==> src/rtl/axi_lite_master_if.sv <==
// Command/response stream plus AXI4-Lite (AW, W, B, AR, R) signal bundle for axi_lite_master.
// The master modport is the initiator's view; the slave modport is the peer driving commands and AXI ready/response.
interface axi_lite_master_if #(
  parameter int unsigned ADDR_WIDTH = 5,
  parameter int unsigned DATA_WIDTH = 32
);
  logic                  cmd_valid;
  logic                  cmd_ready;
  logic                  cmd_write;
  logic [ADDR_WIDTH-1:0] cmd_addr;
  logic [DATA_WIDTH-1:0] cmd_wdata;

  logic                  rsp_valid;
  logic                  rsp_ready;
  logic                  rsp_write;
  logic [DATA_WIDTH-1:0] rsp_rdata;

  logic                  axi_awvalid;
  logic                  axi_awready;
  logic [ADDR_WIDTH-1:0] axi_awaddr;
  logic                  axi_wvalid;
  logic                  axi_wready;
  logic [DATA_WIDTH-1:0] axi_wdata;
  logic                  axi_bvalid;
  logic                  axi_bready;
  logic                  axi_arvalid;
  logic                  axi_arready;
  logic [ADDR_WIDTH-1:0] axi_araddr;
  logic                  axi_rvalid;
  logic                  axi_rready;
  logic [DATA_WIDTH-1:0] axi_rdata;

  modport master (
    input  cmd_valid, cmd_write, cmd_addr, cmd_wdata, rsp_ready,
    input  axi_awready, axi_wready, axi_bvalid, axi_arready, axi_rvalid, axi_rdata,
    output cmd_ready, rsp_valid, rsp_write, rsp_rdata,
    output axi_awvalid, axi_awaddr, axi_wvalid, axi_wdata, axi_bready,
    output axi_arvalid, axi_araddr, axi_rready
  );

  modport slave (
    output cmd_valid, cmd_write, cmd_addr, cmd_wdata, rsp_ready,
    output axi_awready, axi_wready, axi_bvalid, axi_arready, axi_rvalid, axi_rdata,
    input  cmd_ready, rsp_valid, rsp_write, rsp_rdata,
    input  axi_awvalid, axi_awaddr, axi_wvalid, axi_wdata, axi_bready,
    input  axi_arvalid, axi_araddr, axi_rready
  );
endinterface

==> src/rtl/axi_lite_master.sv <==
// Single-outstanding AXI4-Lite master: one command in, one AXI transaction, one response out.
// Every output is a flop whose next value is decoded from the next FSM state.
module axi_lite_master #(
  parameter int unsigned ADDR_WIDTH = 5,
  parameter int unsigned DATA_WIDTH = 32
) (
  input logic               clk,
  input logic               rst_n,
  axi_lite_master_if.master bus
);

  typedef enum logic [2:0] {
    StIdle,
    StWrAwW,
    StWrB,
    StRdAr,
    StRdR,
    StRsp
  } state_e;

  state_e                state_q, state_d;
  logic [ADDR_WIDTH-1:0] addr_q, addr_d;
  logic [DATA_WIDTH-1:0] wdata_q, wdata_d;
  logic [DATA_WIDTH-1:0] rdata_q, rdata_d;
  logic                  rsp_write_q, rsp_write_d;
  logic                  aw_done_q, aw_done_d;
  logic                  w_done_q, w_done_d;
  logic                  cmd_ready_q, cmd_ready_d;
  logic                  rsp_valid_q, rsp_valid_d;
  logic                  awvalid_q, awvalid_d;
  logic                  wvalid_q, wvalid_d;
  logic                  bready_q, bready_d;
  logic                  arvalid_q, arvalid_d;
  logic                  rready_q, rready_d;
  logic                  aw_set, w_set;

  always_comb begin
    state_d     = state_q;
    addr_d      = addr_q;
    wdata_d     = wdata_q;
    rdata_d     = rdata_q;
    rsp_write_d = rsp_write_q;
    aw_done_d   = aw_done_q;
    w_done_d    = w_done_q;
    aw_set      = aw_done_q | (awvalid_q & bus.axi_awready);
    w_set       = w_done_q | (wvalid_q & bus.axi_wready);

    unique case (state_q)
      StIdle: begin
        // cmd_ready_q is low for the first cycle out of reset, so nothing is accepted then
        if (cmd_ready_q && bus.cmd_valid) begin
          addr_d  = bus.cmd_addr;
          wdata_d = bus.cmd_wdata;
          state_d = bus.cmd_write ? StWrAwW : StRdAr;
        end
      end
      StWrAwW: begin
        aw_done_d = aw_set;
        w_done_d  = w_set;
        if (aw_set && w_set) begin
          aw_done_d = 1'b0;
          w_done_d  = 1'b0;
          state_d   = StWrB;
        end
      end
      StWrB: begin
        if (bready_q && bus.axi_bvalid) begin
          rsp_write_d = 1'b1;
          rdata_d     = '0;
          state_d     = StRsp;
        end
      end
      StRdAr: begin
        if (arvalid_q && bus.axi_arready) begin
          state_d = StRdR;
        end
      end
      StRdR: begin
        if (rready_q && bus.axi_rvalid) begin
          rsp_write_d = 1'b0;
          rdata_d     = bus.axi_rdata;
          state_d     = StRsp;
        end
      end
      StRsp: begin
        if (rsp_valid_q && bus.rsp_ready) begin
          state_d = StIdle;
        end
      end
      default: state_d = StIdle;
    endcase

    // Registered outputs: decode the state we are about to enter
    cmd_ready_d = (state_d == StIdle);
    awvalid_d   = (state_d == StWrAwW) && !aw_done_d;
    wvalid_d    = (state_d == StWrAwW) && !w_done_d;
    bready_d    = (state_d == StWrB);
    arvalid_d   = (state_d == StRdAr);
    rready_d    = (state_d == StRdR);
    rsp_valid_d = (state_d == StRsp);
  end

  always_ff @(posedge clk or negedge rst_n) begin
    if (!rst_n) begin
      state_q     <= StIdle;
      addr_q      <= '0;
      wdata_q     <= '0;
      rdata_q     <= '0;
      rsp_write_q <= 1'b0;
      aw_done_q   <= 1'b0;
      w_done_q    <= 1'b0;
      cmd_ready_q <= 1'b0;
      rsp_valid_q <= 1'b0;
      awvalid_q   <= 1'b0;
      wvalid_q    <= 1'b0;
      bready_q    <= 1'b0;
      arvalid_q   <= 1'b0;
      rready_q    <= 1'b0;
    end else begin
      state_q     <= state_d;
      addr_q      <= addr_d;
      wdata_q     <= wdata_d;
      rdata_q     <= rdata_d;
      rsp_write_q <= rsp_write_d;
      aw_done_q   <= aw_done_d;
      w_done_q    <= w_done_d;
      cmd_ready_q <= cmd_ready_d;
      rsp_valid_q <= rsp_valid_d;
      awvalid_q   <= awvalid_d;
      wvalid_q    <= wvalid_d;
      bready_q    <= bready_d;
      arvalid_q   <= arvalid_d;
      rready_q    <= rready_d;
    end
  end

  assign bus.cmd_ready   = cmd_ready_q;
  assign bus.rsp_valid   = rsp_valid_q;
  assign bus.rsp_write   = rsp_write_q;
  assign bus.rsp_rdata   = rdata_q;
  assign bus.axi_awvalid = awvalid_q;
  assign bus.axi_awaddr  = addr_q;
  assign bus.axi_wvalid  = wvalid_q;
  assign bus.axi_wdata   = wdata_q;
  assign bus.axi_bready  = bready_q;
  assign bus.axi_arvalid = arvalid_q;
  assign bus.axi_araddr  = addr_q;
  assign bus.axi_rready  = rready_q;

endmodule

==> src/flat_wrapper.sv <==
// flat-port wrapper written by rule: the top's interface ports become plain ports
module axi_lite_master_flat 
#(
  parameter int unsigned ADDR_WIDTH = 5,
  parameter int unsigned DATA_WIDTH = 32
)
  (clk, rst_n, bus_cmd_valid, bus_cmd_write, bus_cmd_addr, bus_cmd_wdata, bus_rsp_ready, bus_axi_awready, bus_axi_wready, bus_axi_bvalid, bus_axi_arready, bus_axi_rvalid, bus_axi_rdata, bus_cmd_ready, bus_rsp_valid, bus_rsp_write, bus_rsp_rdata, bus_axi_awvalid, bus_axi_awaddr, bus_axi_wvalid, bus_axi_wdata, bus_axi_bready, bus_axi_arvalid, bus_axi_araddr, bus_axi_rready);
  axi_lite_master_if #(.ADDR_WIDTH(ADDR_WIDTH), .DATA_WIDTH(DATA_WIDTH)) bus_i ();
  input logic clk;
  input logic rst_n;
  input wire logic [$bits(bus_i.cmd_valid)-1:0] bus_cmd_valid;
  input wire logic [$bits(bus_i.cmd_write)-1:0] bus_cmd_write;
  input wire logic [$bits(bus_i.cmd_addr)-1:0] bus_cmd_addr;
  input wire logic [$bits(bus_i.cmd_wdata)-1:0] bus_cmd_wdata;
  input wire logic [$bits(bus_i.rsp_ready)-1:0] bus_rsp_ready;
  input wire logic [$bits(bus_i.axi_awready)-1:0] bus_axi_awready;
  input wire logic [$bits(bus_i.axi_wready)-1:0] bus_axi_wready;
  input wire logic [$bits(bus_i.axi_bvalid)-1:0] bus_axi_bvalid;
  input wire logic [$bits(bus_i.axi_arready)-1:0] bus_axi_arready;
  input wire logic [$bits(bus_i.axi_rvalid)-1:0] bus_axi_rvalid;
  input wire logic [$bits(bus_i.axi_rdata)-1:0] bus_axi_rdata;
  output wire logic [$bits(bus_i.cmd_ready)-1:0] bus_cmd_ready;
  output wire logic [$bits(bus_i.rsp_valid)-1:0] bus_rsp_valid;
  output wire logic [$bits(bus_i.rsp_write)-1:0] bus_rsp_write;
  output wire logic [$bits(bus_i.rsp_rdata)-1:0] bus_rsp_rdata;
  output wire logic [$bits(bus_i.axi_awvalid)-1:0] bus_axi_awvalid;
  output wire logic [$bits(bus_i.axi_awaddr)-1:0] bus_axi_awaddr;
  output wire logic [$bits(bus_i.axi_wvalid)-1:0] bus_axi_wvalid;
  output wire logic [$bits(bus_i.axi_wdata)-1:0] bus_axi_wdata;
  output wire logic [$bits(bus_i.axi_bready)-1:0] bus_axi_bready;
  output wire logic [$bits(bus_i.axi_arvalid)-1:0] bus_axi_arvalid;
  output wire logic [$bits(bus_i.axi_araddr)-1:0] bus_axi_araddr;
  output wire logic [$bits(bus_i.axi_rready)-1:0] bus_axi_rready;
  assign bus_i.cmd_valid = bus_cmd_valid;
  assign bus_i.cmd_write = bus_cmd_write;
  assign bus_i.cmd_addr = bus_cmd_addr;
  assign bus_i.cmd_wdata = bus_cmd_wdata;
  assign bus_i.rsp_ready = bus_rsp_ready;
  assign bus_i.axi_awready = bus_axi_awready;
  assign bus_i.axi_wready = bus_axi_wready;
  assign bus_i.axi_bvalid = bus_axi_bvalid;
  assign bus_i.axi_arready = bus_axi_arready;
  assign bus_i.axi_rvalid = bus_axi_rvalid;
  assign bus_i.axi_rdata = bus_axi_rdata;
  assign bus_cmd_ready = bus_i.cmd_ready;
  assign bus_rsp_valid = bus_i.rsp_valid;
  assign bus_rsp_write = bus_i.rsp_write;
  assign bus_rsp_rdata = bus_i.rsp_rdata;
  assign bus_axi_awvalid = bus_i.axi_awvalid;
  assign bus_axi_awaddr = bus_i.axi_awaddr;
  assign bus_axi_wvalid = bus_i.axi_wvalid;
  assign bus_axi_wdata = bus_i.axi_wdata;
  assign bus_axi_bready = bus_i.axi_bready;
  assign bus_axi_arvalid = bus_i.axi_arvalid;
  assign bus_axi_araddr = bus_i.axi_araddr;
  assign bus_axi_rready = bus_i.axi_rready;
  axi_lite_master #(.ADDR_WIDTH(ADDR_WIDTH), .DATA_WIDTH(DATA_WIDTH)) u_core (.clk(clk), .rst_n(rst_n), .bus(bus_i));
endmodule
==> config.mk <==
export PLATFORM = sky130hd
export DESIGN_NAME = axi_lite_master_flat
export DESIGN_NICKNAME = d
export VERILOG_FILES = /design/src/rtl/axi_lite_master_if.sv /design/src/rtl/axi_lite_master.sv /design/src/flat_wrapper.sv
export SDC_FILE = /design/constraint.sdc
export NUM_CORES = 1
export LEC_CHECK = 0
export CAP_MARGIN = 0
export CORE_UTILIZATION = 30
export CTS_BUF_LIST = sky130_fd_sc_hd__clkbuf_16
export CTS_CLUSTER_DIAMETER = 30
export DETAILED_ROUTE_END_ITERATION = 6
export PLACE_DENSITY = 0.64
export SYNTH_ARGS = -nofsm -noshare
export SYNTH_HDL_FRONTEND = slang
export SYNTH_SLANG_ARGS = --single-unit
==> constraint.sdc <==
create_clock -name clk -period 2.4 [get_ports clk]
set_input_delay 0.36 -clock clk [delete_from_list [all_inputs] [get_ports clk]]
set_output_delay 0.36 -clock clk [all_outputs]
set_load 0.02 [all_outputs]
==> qor.txt, run 1 <==
# diodes - 0
critical path peak fanout - 7
Max Clk Rate - 0.5519 GHz
Adder-Cell Fraction of Synth Area - 0
total core area - 10840 um^2
Net Sw Frac - 0.3609
CTS sink count - 82
register area share after synthesis - 0.6172
pre-CTS WS - 0.4407 ns
final count of negative-setup-slack endpoints - 0
CP Capture Type - flip-flop
die height - 107.3 um
number of flops mapped to enable cells by yosys - 0
H-Tree Depth - 3
hold buffers post-CTS - 0
Combinational Power Share - 0.483
Distinct cells, synth - 34
CTS resizes - 0
Synth area leaders - dfrtp_1 (62%), mux2_2 (12%), nand3_1 (5.0%), o21ai_0 (3.8%), inv_1 (3.6%)
worst path arrival time - 2.06 ns
GRT Util Overall - 0.1447
Slew headroom - 0.6210
drt via density - 4.552
grt total ovfl - 0
Final HPWL DP - 5.679 mm
top_reg_cell synth - dfrtp_1
DP Area - 5044 um^2
deepest clock path buffer count - 2
share of the synthesized area in the top cell type - 0.6172
Worst-Skew Late Latency - 0.33 ns
status - complete, no violations
Starting DRT DRC Count - 105
Critical Path RT - 2.65 ns
unrepaired setup endpoints after global routing - false
largest area contributor in the netlist - dfrtp_1
Max VDD drop - 0.5981 mV
Seq cells post-synth - 82
most common cell after layout, fill and taps aside - clkdlybuf4s50_1
I/O Pins - 161
post-route insts no fill - 572
drt total wl - 8.079 mm
design area - 5331 um^2
Detail Route Antenna Nets - 0
Post-Synthesis Net Count - 350
final setup margin - 0.5880 ns
XOR/XNOR Fraction of Synth Area - 0
Slew Viols, Final - 0
pwr/cell area - 1375 nW/um^2
NetSw - 2.647 mW
Die Area - 11510 um^2
max-cap check violation count - 0
initial antenna violation count - 0
first-pass GRT wire length - 12.76 mm
Pleak - 2.258 nW
Final Hold Vio Count - 0
internal power - 4.687 mW
clock skew - 0.005104 ns
Clock Root Buffer - clkbuf_16
setup repair bufs after CTS - 0
Design Power - 7.333 mW
minimum clock period - 1.812 ns
RD Place Congestion - 0.8151
first drt pass iteration count - 4
WL per Instance - 14.12 um
Clk pin slew, worst setup/hold paths - 0.06 ns
Gate Count Post-Synth - 271
Layout area overhead - 60.37%
Buffers on Ports - 160
Worst Max-Slew Pin Slew - 0.5685 ns
CTS tree - done
number of global-route vias before repair - 2571
Mapped Area - 3324 um^2
DP Cell Count - 556
share of layout cells above drive strength 1 - 0.1435
Async S/R FF share, synth - 1.000
filler cell count - 989
vias - 2604
simple logic cell fraction of the synthesized area - 0.1027
Clock Power Share - 0.180
mux contribution to synthesized area - 0.1283
fin crit share - 0.7550
CTS buffer count - 9
HP Class - input port to asynchronous set/reset pin
die width - 107.3 um
Reg power frac - 0.337
Synth Area in Compound Gates - 0.07640
# rows - 38
Post-Route Setup TNS - 0 ns
startpoint types - flip-flop
Avg Inst Size Synth - 12.27 um^2
commonest non-fill, non-tap cells in the layout - clkdlybuf4s50_1 (159), dfrtp_1 (82), mux2_2 (36)
largest net degree at the start of global routing - 65
YS warnings - 0
DRC viols - 0
Initial Util - 0.3067
critical path class - flip-flop to flip-flop
fin nets - 506
largest family of logic cells by synthesized area - multiplexers
## final cells by class
type	instances	area [um^2]	area share
flip-flops and latches	82	2052	0.3849
repair buffers	164	1667	0.3126
multi-input cells	138	1030	0.1931
clock buffers	9	225.2	0.04224
well taps	140	175.2	0.03286
inverters	32	120.1	0.02253
clock inverters	7	62.56	0.01173
## metal layers
| layer | GRT usage | vias up | wire [um] |
|---|---|---|---|
| li1 | - | 1241 | - |
| met1 | 0.1839 | 1263 | 3499 |
| met2 | 0.2332 | 85 | 3940 |
| met3 | 0.02906 | 15 | 447 |
| met4 | 0.07534 | 0 | 191 |
| met5 | 0 | - | 0 |
## flip-flops by register name, indices dropped and copies added, names as in the netlist, 3 cells and up
register and flops:
u_core.bus.axi_wdata 32, u_core.bus.axi_araddr 5, u_core.state_q 3, u_core.bus.rsp_rdata 32
## final timing paths
| path | from | end | slack (ns) | depth (start not counted) |
|---|---|---|---|---|
| worst max register to register | u_core.state_q[0]$_DFF_PN0_ | u_core.bus.axi_bready$_DFF_PN0_ | 0.59 | 4 |
| min in group clk | u_core.bus.axi_wdata[26]$_DFFE_PN0P_ | u_core.bus.axi_wdata[26]$_DFFE_PN0P_ | 0.49 | 1 |
| worst min register to register | u_core.bus.axi_wdata[26]$_DFFE_PN0P_ | u_core.bus.axi_wdata[26]$_DFFE_PN0P_ | 0.49 | 1 |
| max in group asynchronous | rst_n | u_core.bus.rsp_rdata[24]$_DFFE_PN0P_ | 1.74 | 2 |
| worst min-delay path | rst_n | u_core.bus.rsp_rdata[14]$_DFFE_PN0P_ | 0.02 | 1 |
| worst max-delay path | u_core.state_q[0]$_DFF_PN0_ | u_core.bus.axi_bready$_DFF_PN0_ | 0.59 | 4 |
## kinds of logic after synthesis
group                  after synthesis
AOI/OAI and AO/OA                   44
DFF                                 82
and+or+nand+nor                     56
muxes                               38
buffers and inverters               51
## worst max-delay path, stage by stage, from the launching register on
cell and delay [ns]:
dfrtp_1 0.54, or3b_4 0.46, or3_1 0.41, o211ai_2 0.12, nor3b_2 0.20
## power by group through the flow
stage | registers [mW] | logic (mW) | clock network [mW]
after floorplan | 3.22 | 1.09 | 0
after global placement | 2.47 | 3.53 | 0
after detailed placement | 2.49 | 3.58 | 0
after CTS | 2.47 | 3.59 | 1.37
after global routing | 2.56 | 3.77 | 1.42
final | 2.47 | 3.54 | 1.32
## per-stage QoR
stage	utilization	hold slack (ns)
3_5_place_dp	0.4653	0.3952
2_1_floorplan	-	0.06441
4_1_cts	0.4918	0.03916
3_3_place_gp	0.4653	0.3890
5_1_grt	0.4918	0.06148
6_report	0.4918	0.02188
## Yosys cell counts (all sizes together), types with 2 or more instances
cell type / number
nand3: 33
and2: 2
nor4b: 2
clkbuf: 3
inv: 32
nor2: 2
and3b: 2
o21ai: 32
a32oi: 2
buf: 16
nor3b: 3
dfrtp: 82
a21oi: 3
nand2: 5
mux2: 37
a22o: 2
Note: power is estimated with default switching activity, not from simulation.
==> run 2, diff against run 1 <==
clock period = 1.78 ns   (was 2.4 ns; I/O delays follow)
==> run 2 against run 1 <==
Flip-flop and latch count unchanged; hold slack better by 0.47 ns; global-route usage down 0.24 points; count of clock-buffer cells in the layout unchanged; clock skew up 0.00066 ns; die area unchanged; core utilization up 1.1 points; register-to-register slack worse by 0.51 ns; clock power up 26%; critical path type unchanged; highest routed layer unchanged.
==> qor.txt, run 2 (same netlist as run 1, synthesis figures left out) <==
WL per Instance - 13.93 um
commonest non-fill, non-tap cells in the layout - clkdlybuf4s50_1 (159), dfrtp_1 (79), mux2_2 (36)
DRC viols - 0
fin nets - 518
Worst-Skew Late Latency - 0.32 ns
worst hold start - u_core.bus.axi_wdata[26]$_DFFE_PN0P_
Slew Viols, Final - 0
CTS buffer count - 9
grt total ovfl - 0
flop-to-flop setup slack - 0.08 ns
fin crit share - 0.9571
# diodes - 0
Worst Max-Slew Pin Slew - 0.4339 ns
Design Power - 10.05 mW
Slew headroom - 0.7107
share of layout cells above drive strength 1 - 0.1869
number of global-route vias before repair - 2636
utilization after layout - 0.5030
Detail Route Antenna Nets - 0
reg-to-reg startpoint - u_core.state_q[2]$_DFF_PN0_
reg2reg end - u_core.bus.axi_araddr[1]$_DFFE_PN0P_
largest net degree at the start of global routing - 83
critical path peak fanout - 37
clock skew - 0.005769 ns
RD Place Congestion - 0.7658
Post-Route Setup TNS - 0 ns
max-cap check violation count - 0
CP Capture Type - flip-flop
unrepaired setup endpoints after global routing - true
most common cell after layout, fill and taps aside - clkdlybuf4s50_1
Critical-path top delay cell - dfrtp_2
first-pass GRT wire length - 12.88 mm
startpoint types - flip-flop
initial antenna violation count - 0
Final HPWL DP - 5.682 mm
final count of negative-setup-slack endpoints - 0
Cell Chain, Critical Path - buf_4 > nor4_4 > buf_12 > mux2_2
Initial Util - 0.3067
Critical Path RT - 1.98 ns
Clock Root Buffer - clkbuf_16
die width - 107.3 um
Buffers on Ports - 160
I/O Pins - 161
deepest clock path buffer count - 2
Hold Path Stages - 1
vias - 2605
Layout area overhead - 64.02%
HP Class - flip-flop to flip-flop
GRT Util Overall - 0.1423
Max Clk Rate - 0.5870 GHz
H-Tree Depth - 3
CTS sink count - 82
drt via density - 4.461
worst path arrival time - 1.91 ns
hold path endpoint - u_core.bus.axi_wdata[26]$_DFFE_PN0P_
R2R cell count - 4
Starting DRT DRC Count - 141
critical path class - flip-flop to flip-flop
CP max stage delay - 0.46 ns
pwr/cell area - 1842 nW/um^2
minimum clock period - 1.704 ns
Final Hold Vio Count - 0
total core area - 10840 um^2
Clk pin slew, worst setup/hold paths - 0.06 ns
# rows - 38
first drt pass iteration count - 6
Pleak - 2.312 nW
Max VDD drop - 0.8714 mV
drt total wl - 8.138 mm
Die Area - 11510 um^2
CTS tree - done
status - complete, no violations
die height - 107.3 um
final hold slack - 0.4958 ns
[run 2: area by class of cell]
| cell class | count | area, um^2 |
|---|---|---|
| Fill cell | 996 | 5388 |
| Sequential cell | 82 | 2056 |
| Timing Repair Buffer | 176 | 1759 |
| Multi-Input combinational cell | 138 | 1071 |
| Clock buffer | 9 | 225.2 |
| Tap cell | 140 | 175.2 |
| Inverter | 32 | 120.1 |
| Clock inverter | 7 | 46.29 |
[run 2: what timing repair did]
item / 4_1_cts / 5_1_grt
resized for setup: 1 / 9
hold buffers: 1 / 0
buffers inserted: 0 / 2
endpoints found under the setup margin: 1 / 25
cloned: 0 / 0
endpoints found under the hold margin: 77 / 0
pin swaps: 0 / 3
[run 2: worst max path at each step]
| stage | start | endpoint | slack, ns | cells after the start |
|---|---|---|---|---|
| finish | u_core.state_q[2]$_DFF_PN0_ | u_core.bus.axi_araddr[1]$_DFFE_PN0P_ | 0.08 | 4 |
| global route | u_core.state_q[1]$_DFF_PN0_ | u_core.bus.axi_bready$_DFF_PN0_ | -0.001 | 4 |
| CTS | u_core.state_q[2]$_DFF_PN0_ | u_core.bus.axi_bready$_DFF_PN0_ | 0.02 | 4 |
| detailed placement | bus_axi_bvalid | u_core.bus.axi_wvalid$_DFF_PN0_ | -0.09 | 5 |
| global placement | bus_cmd_valid | u_core.bus.axi_bready$_DFF_PN0_ | -0.03 | 5 |
| floorplan | u_core.state_q[2]$_DFF_PN0_ | u_core.bus.axi_araddr[0]$_DFFE_PN0P_ | 0.1 | 3 |
[run 2: metrics by stage]
| step | instance area [um^2] | std cells | setup WS, ns |
|---|---|---|---|
| floorplan | 3324 | 271 | 0.09691 |
| CTS | 5399 | 582 | 0.01713 |
| detailed placement | 5111 | 565 | -0.09025 |
| global placement | 5111 | 565 | -0.02859 |
| finish | 5453 | 584 | 0.07636 |
| global route | 5453 | 584 | -0.001008 |
[run 2: worst max-delay path, delay by kind of cell, from the launching register on]
family | cells | cell delay, ns
buf+inv | 2 | 0.43
flops | 1 | 0.46
mux | 1 | 0.37
simple gates | 1 | 0.32
[run 2: power breakdown]
| group | leakage, nW | internal (mW) | switching [mW] | total (mW) |
|---|---|---|---|---|
| clock network | 0.133 | 0.941 | 0.720 | 1.66 |
| logic | 1.21 | 2.66 | 2.40 | 5.06 |
| registers | 0.966 | 2.79 | 0.541 | 3.33 |
| total | 2.31 | 6.39 | 3.66 | 10.0 |
[run 2: metal layers]
layer  routed length [um]  GRT usage  up-vias
li1                     -          -     1258
met1                 3451     0.1797     1259
met2                 4182     0.2429       77
met3                  378    0.02603       11
met4                  127    0.05186        0
met5                    0          0        -
==> run 3, diff against run 2 <==
TNS_END_PERCENT = 100   (was not set)
==> results of run 3 <==
Final layout, timing and power as in run 2 (identical DEF).
